`config.mk`:
```
export PLATFORM = sky130hd
export DESIGN_NAME = systolic_axis_array_p
export DESIGN_NICKNAME = d
export VERILOG_FILES = /design/src/rtl/systolic_pkg.sv /design/src/rtl/systolic_pe.sv /design/src/rtl/systolic_axis_array_p.sv
export SDC_FILE = /design/constraint.sdc
export NUM_CORES = 2
export LEC_CHECK = 0
export ABC_AREA = 0
export CAP_MARGIN = 20
export CORE_MARGIN = 1.5
export CORE_UTILIZATION = 55
export DETAILED_ROUTE_END_ITERATION = 10
export GPL_ROUTABILITY_DRIVEN = 1
export HOLD_SLACK_MARGIN = 0.15
export PLACE_DENSITY = 0.73
export SLEW_MARGIN = 30
export SYNTH_ARGS = -nofsm -noshare
export SYNTH_HDL_FRONTEND = slang
export SYNTH_SLANG_ARGS = --single-unit
```
`constraint.sdc`:
```
create_clock -name axi_clk -period 10.4 [get_ports axi_clk]
set_input_delay 1.56 -clock axi_clk [delete_from_list [all_inputs] [get_ports axi_clk]]
set_output_delay 1.56 -clock axi_clk [all_outputs]
set_load 0.005 [all_outputs]
```
`src/rtl/systolic_pkg.sv`:
```
`default_nettype none
// ============================================================================
// Module      : systolic_pkg
// Description : Shared definitions for the systolic AXI-Stream matrix
//               multiplier: controller state encoding and default parameter
//               values used by systolic_axis_array_p and systolic_pe.
// Revision    : 1.0 - initial release
// ============================================================================
package systolic_pkg;

  // Controller states: LOAD accepts k-beats, DRAIN lets the wavefront
  // flush through the array, OUT presents the finished matrix.
  typedef enum logic [1:0] {
    ST_LOAD  = 2'd0,
    ST_DRAIN = 2'd1,
    ST_OUT   = 2'd2
  } state_t;

  localparam int SYS_N_DEF        = 3;
  localparam int SYS_DW_DEF       = 8;
  localparam int SYS_AW_DEF       = 16;
  localparam int SYS_K_MAX_DEF    = 16;
  localparam int SYS_SATURATE_DEF = 0;

endpackage
`default_nettype wire

```
`src/rtl/systolic_pe.sv`:
```
`default_nettype none
// ============================================================================
// Module      : systolic_pe
// Description : One processing element of the systolic array. Multiplies the
//               incoming a/b operands, adds the product into an AW-bit
//               accumulator (wrapping or saturating) and forwards a to the
//               right and b downward through one register each.
// Ports       : clk, rst_n     - clock, async active-low reset
//               clr            - synchronous clear of all PE state
//               a_in / b_in    - operands from left / above
//               a_out / b_out  - registered operands to right / below
//               acc            - accumulator value
// Revision    : 1.0 - initial release
// ============================================================================
module systolic_pe
  import systolic_pkg::*;
#(
  parameter int DW       = SYS_DW_DEF,
  parameter int AW       = SYS_AW_DEF,
  parameter int SATURATE = SYS_SATURATE_DEF
) (
  input  logic          clk,
  input  logic          rst_n,
  input  logic          clr,
  input  logic [DW-1:0] a_in,
  input  logic [DW-1:0] b_in,
  output logic [DW-1:0] a_out,
  output logic [DW-1:0] b_out,
  output logic [AW-1:0] acc
);

  logic [2*DW-1:0] prod;
  logic [AW:0]     sum;
  logic [AW-1:0]   acc_next;

  assign prod = {{DW{1'b0}}, a_in} * {{DW{1'b0}}, b_in};
  // One extra bit catches the carry out of the accumulator for saturation.
  assign sum  = {1'b0, acc} + {{(AW+1-2*DW){1'b0}}, prod};

  // Once the accumulator is all ones, any further product keeps the carry
  // set, so the saturated value sticks for the rest of the job.
  always_comb begin
    acc_next = sum[AW-1:0];
    if ((SATURATE != 0) && sum[AW]) begin
      acc_next = {AW{1'b1}};
    end
  end

  always_ff @(posedge clk or negedge rst_n) begin
    if (!rst_n) begin
      a_out <= '0;
      b_out <= '0;
      acc   <= '0;
    end else if (clr) begin
      a_out <= '0;
      b_out <= '0;
      acc   <= '0;
    end else begin
      a_out <= a_in;
      b_out <= b_in;
      acc   <= acc_next;
    end
  end

endmodule
`default_nettype wire

```
`src/rtl/systolic_axis_array_p.sv`:
```
`default_nettype none
// ============================================================================
// Module      : systolic_axis_array_p
// Description : N x N output-stationary systolic matrix multiplier with
//               AXI-Stream style input beats and a single-beat result.
//               Each input beat carries column k of A and row k of B; after
//               the last beat the array drains and presents C = A x B.
// Ports       : axi_clk, axi_rst_n          - clock, async active-low reset
//               s_axis_valid/data/last/ready - operand beat stream
//               m_axis_valid/data/ready      - result matrix
//               k_overflow                   - pulse when K_MAX beats arrive
//                                              without s_axis_last
// Revision    : 1.0 - initial release
// ============================================================================
module systolic_axis_array_p
  import systolic_pkg::*;
#(
  parameter int N        = SYS_N_DEF,
  parameter int DW       = SYS_DW_DEF,
  parameter int AW       = SYS_AW_DEF,
  parameter int K_MAX    = SYS_K_MAX_DEF,
  parameter int SATURATE = SYS_SATURATE_DEF
) (
  input  logic              axi_clk,
  input  logic              axi_rst_n,
  input  logic              s_axis_valid,
  input  logic [2*N*DW-1:0] s_axis_data,
  input  logic              s_axis_last,
  output logic              s_axis_ready,
  output logic              m_axis_valid,
  output logic [N*N*AW-1:0] m_axis_data,
  input  logic              m_axis_ready,
  output logic              k_overflow
);

  localparam int BCW = $clog2(K_MAX + 1);
  localparam int DCW = $clog2(2 * N);

  state_t          state;
  logic [BCW-1:0]  beat_cnt;
  logic [DCW-1:0]  drain_cnt;

  logic accept;
  logic out_hs;

  assign accept = s_axis_valid & s_axis_ready;
  assign out_hs = m_axis_valid & m_axis_ready;

  // --------------------------------------------------------------------------
  // Controller
  // --------------------------------------------------------------------------
  always_ff @(posedge axi_clk or negedge axi_rst_n) begin
    if (!axi_rst_n) begin
      state        <= ST_LOAD;
      s_axis_ready <= 1'b1;
      m_axis_valid <= 1'b0;
      k_overflow   <= 1'b0;
      beat_cnt     <= '0;
      drain_cnt    <= '0;
    end else begin
      k_overflow <= 1'b0;
      case (state)
        ST_LOAD: begin
          if (accept) begin
            beat_cnt <= beat_cnt + 1'b1;
            if (s_axis_last) begin
              state        <= ST_DRAIN;
              s_axis_ready <= 1'b0;
              drain_cnt    <= '0;
            end else if (beat_cnt == BCW'(K_MAX - 1)) begin
              state        <= ST_DRAIN;
              s_axis_ready <= 1'b0;
              drain_cnt    <= '0;
              k_overflow   <= 1'b1;
            end
          end
        end
        ST_DRAIN: begin
          // The last product reaches PE(N-1,N-1) 2N-1 edges after the final
          // beat; valid rises on the edge after that.
          if (drain_cnt == DCW'(2 * N - 1)) begin
            state        <= ST_OUT;
            m_axis_valid <= 1'b1;
          end else begin
            drain_cnt <= drain_cnt + 1'b1;
          end
        end
        ST_OUT: begin
          if (m_axis_ready) begin
            state        <= ST_LOAD;
            m_axis_valid <= 1'b0;
            s_axis_ready <= 1'b1;
            beat_cnt     <= '0;
          end
        end
        default: begin
          state        <= ST_LOAD;
          s_axis_ready <= 1'b1;
          m_axis_valid <= 1'b0;
          beat_cnt     <= '0;
          drain_cnt    <= '0;
        end
      endcase
    end
  end

  // --------------------------------------------------------------------------
  // Operand skew and PE grid
  // --------------------------------------------------------------------------
  logic [DW-1:0] a_h [N][N+1];   // a_h[i][j] feeds PE(i,j) from the left
  logic [DW-1:0] b_v [N+1][N];   // b_v[i][j] feeds PE(i,j) from above
  logic [AW-1:0] acc [N][N];
  logic [DW-1:0] a_unused [N];   // operands leaving the right edge
  logic [DW-1:0] b_unused [N];   // operands leaving the bottom edge

  // Row i passes through i+1 registers, column j through j+1, so operand k
  // meets at PE(i,j) i+j cycles after its first register stage. Cycles
  // without an accepted beat inject zeros, which add nothing.
  for (genvar i = 0; i < N; i++) begin : g_row_skew
    logic [DW-1:0] sk [0:i];
    always_ff @(posedge axi_clk or negedge axi_rst_n) begin
      if (!axi_rst_n) begin
        for (int t = 0; t <= i; t++) sk[t] <= '0;
      end else if (out_hs) begin
        for (int t = 0; t <= i; t++) sk[t] <= '0;
      end else begin
        sk[0] <= accept ? s_axis_data[i*DW +: DW] : '0;
        for (int t = 1; t <= i; t++) sk[t] <= sk[t-1];
      end
    end
    assign a_h[i][0] = sk[i];
    assign a_unused[i] = a_h[i][N];
  end

  for (genvar j = 0; j < N; j++) begin : g_col_skew
    logic [DW-1:0] sk [0:j];
    always_ff @(posedge axi_clk or negedge axi_rst_n) begin
      if (!axi_rst_n) begin
        for (int t = 0; t <= j; t++) sk[t] <= '0;
      end else if (out_hs) begin
        for (int t = 0; t <= j; t++) sk[t] <= '0;
      end else begin
        sk[0] <= accept ? s_axis_data[(N+j)*DW +: DW] : '0;
        for (int t = 1; t <= j; t++) sk[t] <= sk[t-1];
      end
    end
    assign b_v[0][j] = sk[j];
    assign b_unused[j] = b_v[N][j];
  end

  for (genvar i = 0; i < N; i++) begin : g_pe_row
    for (genvar j = 0; j < N; j++) begin : g_pe_col
      systolic_pe #(
        .DW       (DW),
        .AW       (AW),
        .SATURATE (SATURATE)
      ) u_pe (
        .clk   (axi_clk),
        .rst_n (axi_rst_n),
        .clr   (out_hs),
        .a_in  (a_h[i][j]),
        .b_in  (b_v[i][j]),
        .a_out (a_h[i][j+1]),
        .b_out (b_v[i+1][j]),
        .acc   (acc[i][j])
      );
      // Accumulators are quiescent once DRAIN ends, so they drive the
      // result bus directly and stay stable throughout OUT.
      assign m_axis_data[(i*N+j)*AW +: AW] = acc[i][j];
    end
  end

endmodule
`default_nettype wire

```
==> results.sh <==
export IMPL_reg2reg_depth=16
export IMPL_p_per_area_nw_per_um2=80.6
export IMPL_synth_area_sq_um=33400
export IMPL_outcome="finished clean"
export IMPL_setup_violations_final=0
export IMPL_drive_gt1_share_pct=2.62
export IMPL_rsz0062_at_grt="false"
export IMPL_hold_depth=1
export IMPL_cts_tree="done"
export IMPL_fin_cells=4491
export IMPL_hp_start="g_row_skew[1].sk[15]"
export IMPL_cp_buffers_inverters=3
export IMPL_numPortBuffers=199
export IMPL_die_h_microns=249
export IMPL_synth_edf_count=0
export IMPL_synth_main_ff_cell="dfrtp_1"
export IMPL_synth_cells=3506
export IMPL_clkTransAtPathRegs_ns=0.06
export IMPL_synth_async_reset_ratio_pct=100
export IMPL_fin_crit_ns=4.54
export IMPL_fin_area_sq_um=37600
export IMPL_synth_seq_area_share_pct=26.2
export IMPL_start_util_pct=55.5
export IMPL_worstPathArrival_ns=4.96
export IMPL_ant_nets=0
export IMPL_clock_path_buffers=3
export IMPL_final_setup_tns_ns=0
export IMPL_crit_start="g_pe_row[2].g_pe_col[0].u_pe.a_out[5]"
export IMPL_grt_max_degree=115
export IMPL_skew_ns=0.0235
export IMPL_dp_cells=4415
export IMPL_cts_resized=0
export IMPL_cp_end_kind="flip-flop"
export IMPL_final_cell_mix="889 x inv_1, 516 x and2_1, 450 x fa_1"
export IMPL_syn_nets=4328
export IMPL_cp_max_fo=9
export IMPL_io_pins=200
export IMPL_clkLatencyLatePin_ns=0.58
export IMPL_p_leak_uw=0.0201
export IMPL_vias=22400
export IMPL_synth_warning_count=0
export IMPL_grt_pass1_vias=24100
export IMPL_via_per_inst=4.99
export IMPL_slew_headroom_pct=42.0
export IMPL_power_switching_uw=727
export IMPL_finalWirelength_microns=69800
export IMPL_cts_sinks=349
export IMPL_die_area_sq_um=62200
export IMPL_synth_seq_cells=349
export IMPL_place_area_sq_um=36200
export IMPL_hold_viol_final=0
export IMPL_intPower_uw=2300
export IMPL_drt_iter0_drc=1069
export IMPL_period_share_pct=43.6
export IMPL_hold_end="a_h[63]"
export IMPL_worst_slew_pin_slew_ns=0.870
export IMPL_gp_congestion=0.865
export IMPL_layout_commonest_cell="inv_1"
export IMPL_cts_hold_buf=0
export IMPL_synth_cell_types=57
export IMPL_hpwl_microns=55300
export IMPL_path_common_cell="fa_1"
export IMPL_r2r_start="g_pe_row[2].g_pe_col[0].u_pe.a_out[5]"
export IMPL_diodes=0
export IMPL_rr_endpoint="g_pe_row[2].g_pe_col[1].u_pe.acc[14]"
export IMPL_ir_drop_mv=0.136
export IMPL_whs_ns=0.444
export IMPL_slowest_stage="fa_1"
export IMPL_maxSlewViolCount=0
export IMPL_rows=90
export IMPL_syn2layout_area_growth_pct=12.6
export IMPL_required_ns=10.82
export IMPL_r2r_slack_ns=5.86
export IMPL_comb_power_share_pct=4.7
export IMPL_die_w_microns=249
export IMPL_grt_pass1_wl_microns=121000
export IMPL_first_pass_iters=5
export IMPL_cts_htree_levels=2
export IMPL_routedWlPerCell_microns=15.5
export IMPL_hold_path_class="flip-flop to flip-flop"
export IMPL_maxClockFrequency_mhz=221
export IMPL_swShare_pct=24.0
export IMPL_path_cells="nand2_1 -> fa_1 -> fa_1 -> inv_1 -> fa_1 -> inv_1 -> fa_1 -> inv_1 -> ha_1 -> o21a_1 -> o21a_1 -> o22ai_1 -> o221ai_1 -> a21oi_1 -> xor2_1 -> nor2_1"
export IMPL_nets=4501
export IMPL_cts_made_buffers=43
export IMPL_gr_usage_all_layers_pct=24.0
export IMPL_pwr_share_clk_pct=49.1
export IMPL_path_delay_family="adder cells"
export IMPL_maxCapViolations=0
export IMPL_cts_root_buf="clkbuf_16"
export IMPL_syn_avg_cell_area_sq_um=9.52
export IMPL_postCtsSetupRepairBufs=0
export IMPL_antenna_found_initial=0
export IMPL_critPathMaxStageDelay_ns=0.56
export IMPL_pwr_share_seq_pct=46.2
export IMPL_cp_start_kind="flip-flop"
export IMPL_drc=0
export IMPL_criticalPathCategory="flip-flop to flip-flop"
export IMPL_overflow=0
export IMPL_coreArea_sq_um=60100
==> cells in the mapped netlist, types with 2 or more instances <==
library cell	instances	area, sq um
inv_1	889	3340
and2_1	517	3230
fa_1	450	9010
dfrtp_1	348	8710
nand2_1	330	1240
ha_1	319	3990
nor2_1	135	507
clkbuf_1	79	297
xnor2_1	55	482
a21oi_1	50	250
o21ai_0	50	250
xor2_1	46	403
nor3_1	32	160
a21o_1	25	188
a211oi_1	24	180
nor2b_1	21	131
o21a_1	21	158
nand2b_1	17	106
a31oi_1	10	62.6
nand3_1	9	45.0
o211ai_1	6	45.0
o31a_1	6	52.6
o31ai_1	6	45.0
nand4_1	5	31.3
o21bai_1	5	37.5
o21ai_1	4	20.0
and3_1	3	18.8
o221ai_1	3	26.3
o22ai_1	3	18.8
or2_2	3	18.8
a21boi_0	2	15.0
a311oi_1	2	17.5
a41oi_1	2	17.5
nand4b_1	2	17.5
nor3b_1	2	15.0
o31ai_2	2	25.0
o32a_1	2	20.0
or4_1	2	15.0
==> metal layers <==
metal	share of wire (%)	global-route usage [%]
met2	49	40.8
met4	2.3	6.41
met3	4.1	3.85
met1	44	32.0
met5	0	0
==> metrics by stage <==
stage	power [uW]	utilization, %	setup slack, ns
after global routing	3150	62.5	5.57
after CTS	3080	62.5	5.87
after global placement	1570	60.1	5.93
after detailed placement	1570	60.1	5.86
after floorplan	1480	-	6.16
final	3030	62.5	5.86
==> power by group through the flow <==
stage                     Combinational [uW]  Sequential (uW)  Clock, uW
after floorplan                         70.8             1410          0
after global placement                   142             1420          0
after detailed placement                 145             1420          0
after CTS                                145             1400       1530
after global routing                     164             1400       1590
final                                    142             1400       1490
==> kinds of logic after synthesis <==
group / count (synthesis) / share of synthesized area, %
multiplexers: 2 / 0.0637
AO/OA/AOI/OAI: 230 / 4.49
buffers and inverters: 968 / 10.9
AND/OR/NAND/NOR: 1087 / 16.8
flip-flops: 349 / 26.2
adder cells (fa/ha/maj): 769 / 38.9
XOR/XNOR: 101 / 2.65
==> worst reg2reg max path: stages, from the launching register on <==
cell and delay (ns):
dfrtp_1 0.52, nand2_1 0.13, fa_1 0.52, fa_1 0.56, inv_1 0.06, fa_1 0.48
inv_1 0.05, fa_1 0.47, inv_1 0.04, ha_1 0.33, o21a_1 0.21, o21a_1 0.16
o22ai_1 0.30, o221ai_1 0.17, a21oi_1 0.19, xor2_1 0.16, nor2_1 0.05
==> how the worst max path moves through the flow <==
stage / to / slack [ns] / depth (start not counted)
final: g_pe_row[2].g_pe_col[1].u_pe.acc[14] / 5.86 / 16
after floorplan: g_pe_row[1].g_pe_col[0].u_pe.acc[15] / 6.16 / 16
after global routing: g_pe_row[1].g_pe_col[0].u_pe.acc[15] / 5.57 / 16
after detailed placement: g_pe_row[1].g_pe_col[0].u_pe.acc[15] / 5.86 / 16
after global placement: g_pe_row[1].g_pe_col[0].u_pe.acc[15] / 5.93 / 16
after CTS: g_pe_row[2].g_pe_col[1].u_pe.acc[14] / 5.87 / 16
==> area by class of cell <==
cell class | instances | area [sq um]
clock buffer | 60 | 1270
clock inverter | 15 | 133
sequential | 349 | 8730
multi-input combinational | 2189 | 21000
inverter | 889 | 3340
fill | 5048 | 22500
timing repair buffer | 207 | 2100
tap | 782 | 978
==> registers in the layout, summed over array words and instances (netlist names) <==
| name | count |
|---|---|
| b_v | 16 |
| g_pe_row.g_pe_col.u_pe.a_out | 48 |
| m_axis_valid | 1 |
| s_axis_ready | 1 |
| beat_cnt | 5 |
| g_row_skew.sk | 32 |
| state | 2 |
| g_pe_row.g_pe_col.u_pe.acc | 144 |
| a_h | 16 |
| drain_cnt | 3 |
| k_overflow | 1 |
| g_col_skew.sk | 32 |
| g_pe_row.g_pe_col.u_pe.b_out | 48 |
Note: power is estimated with default switching activity, not from simulation.
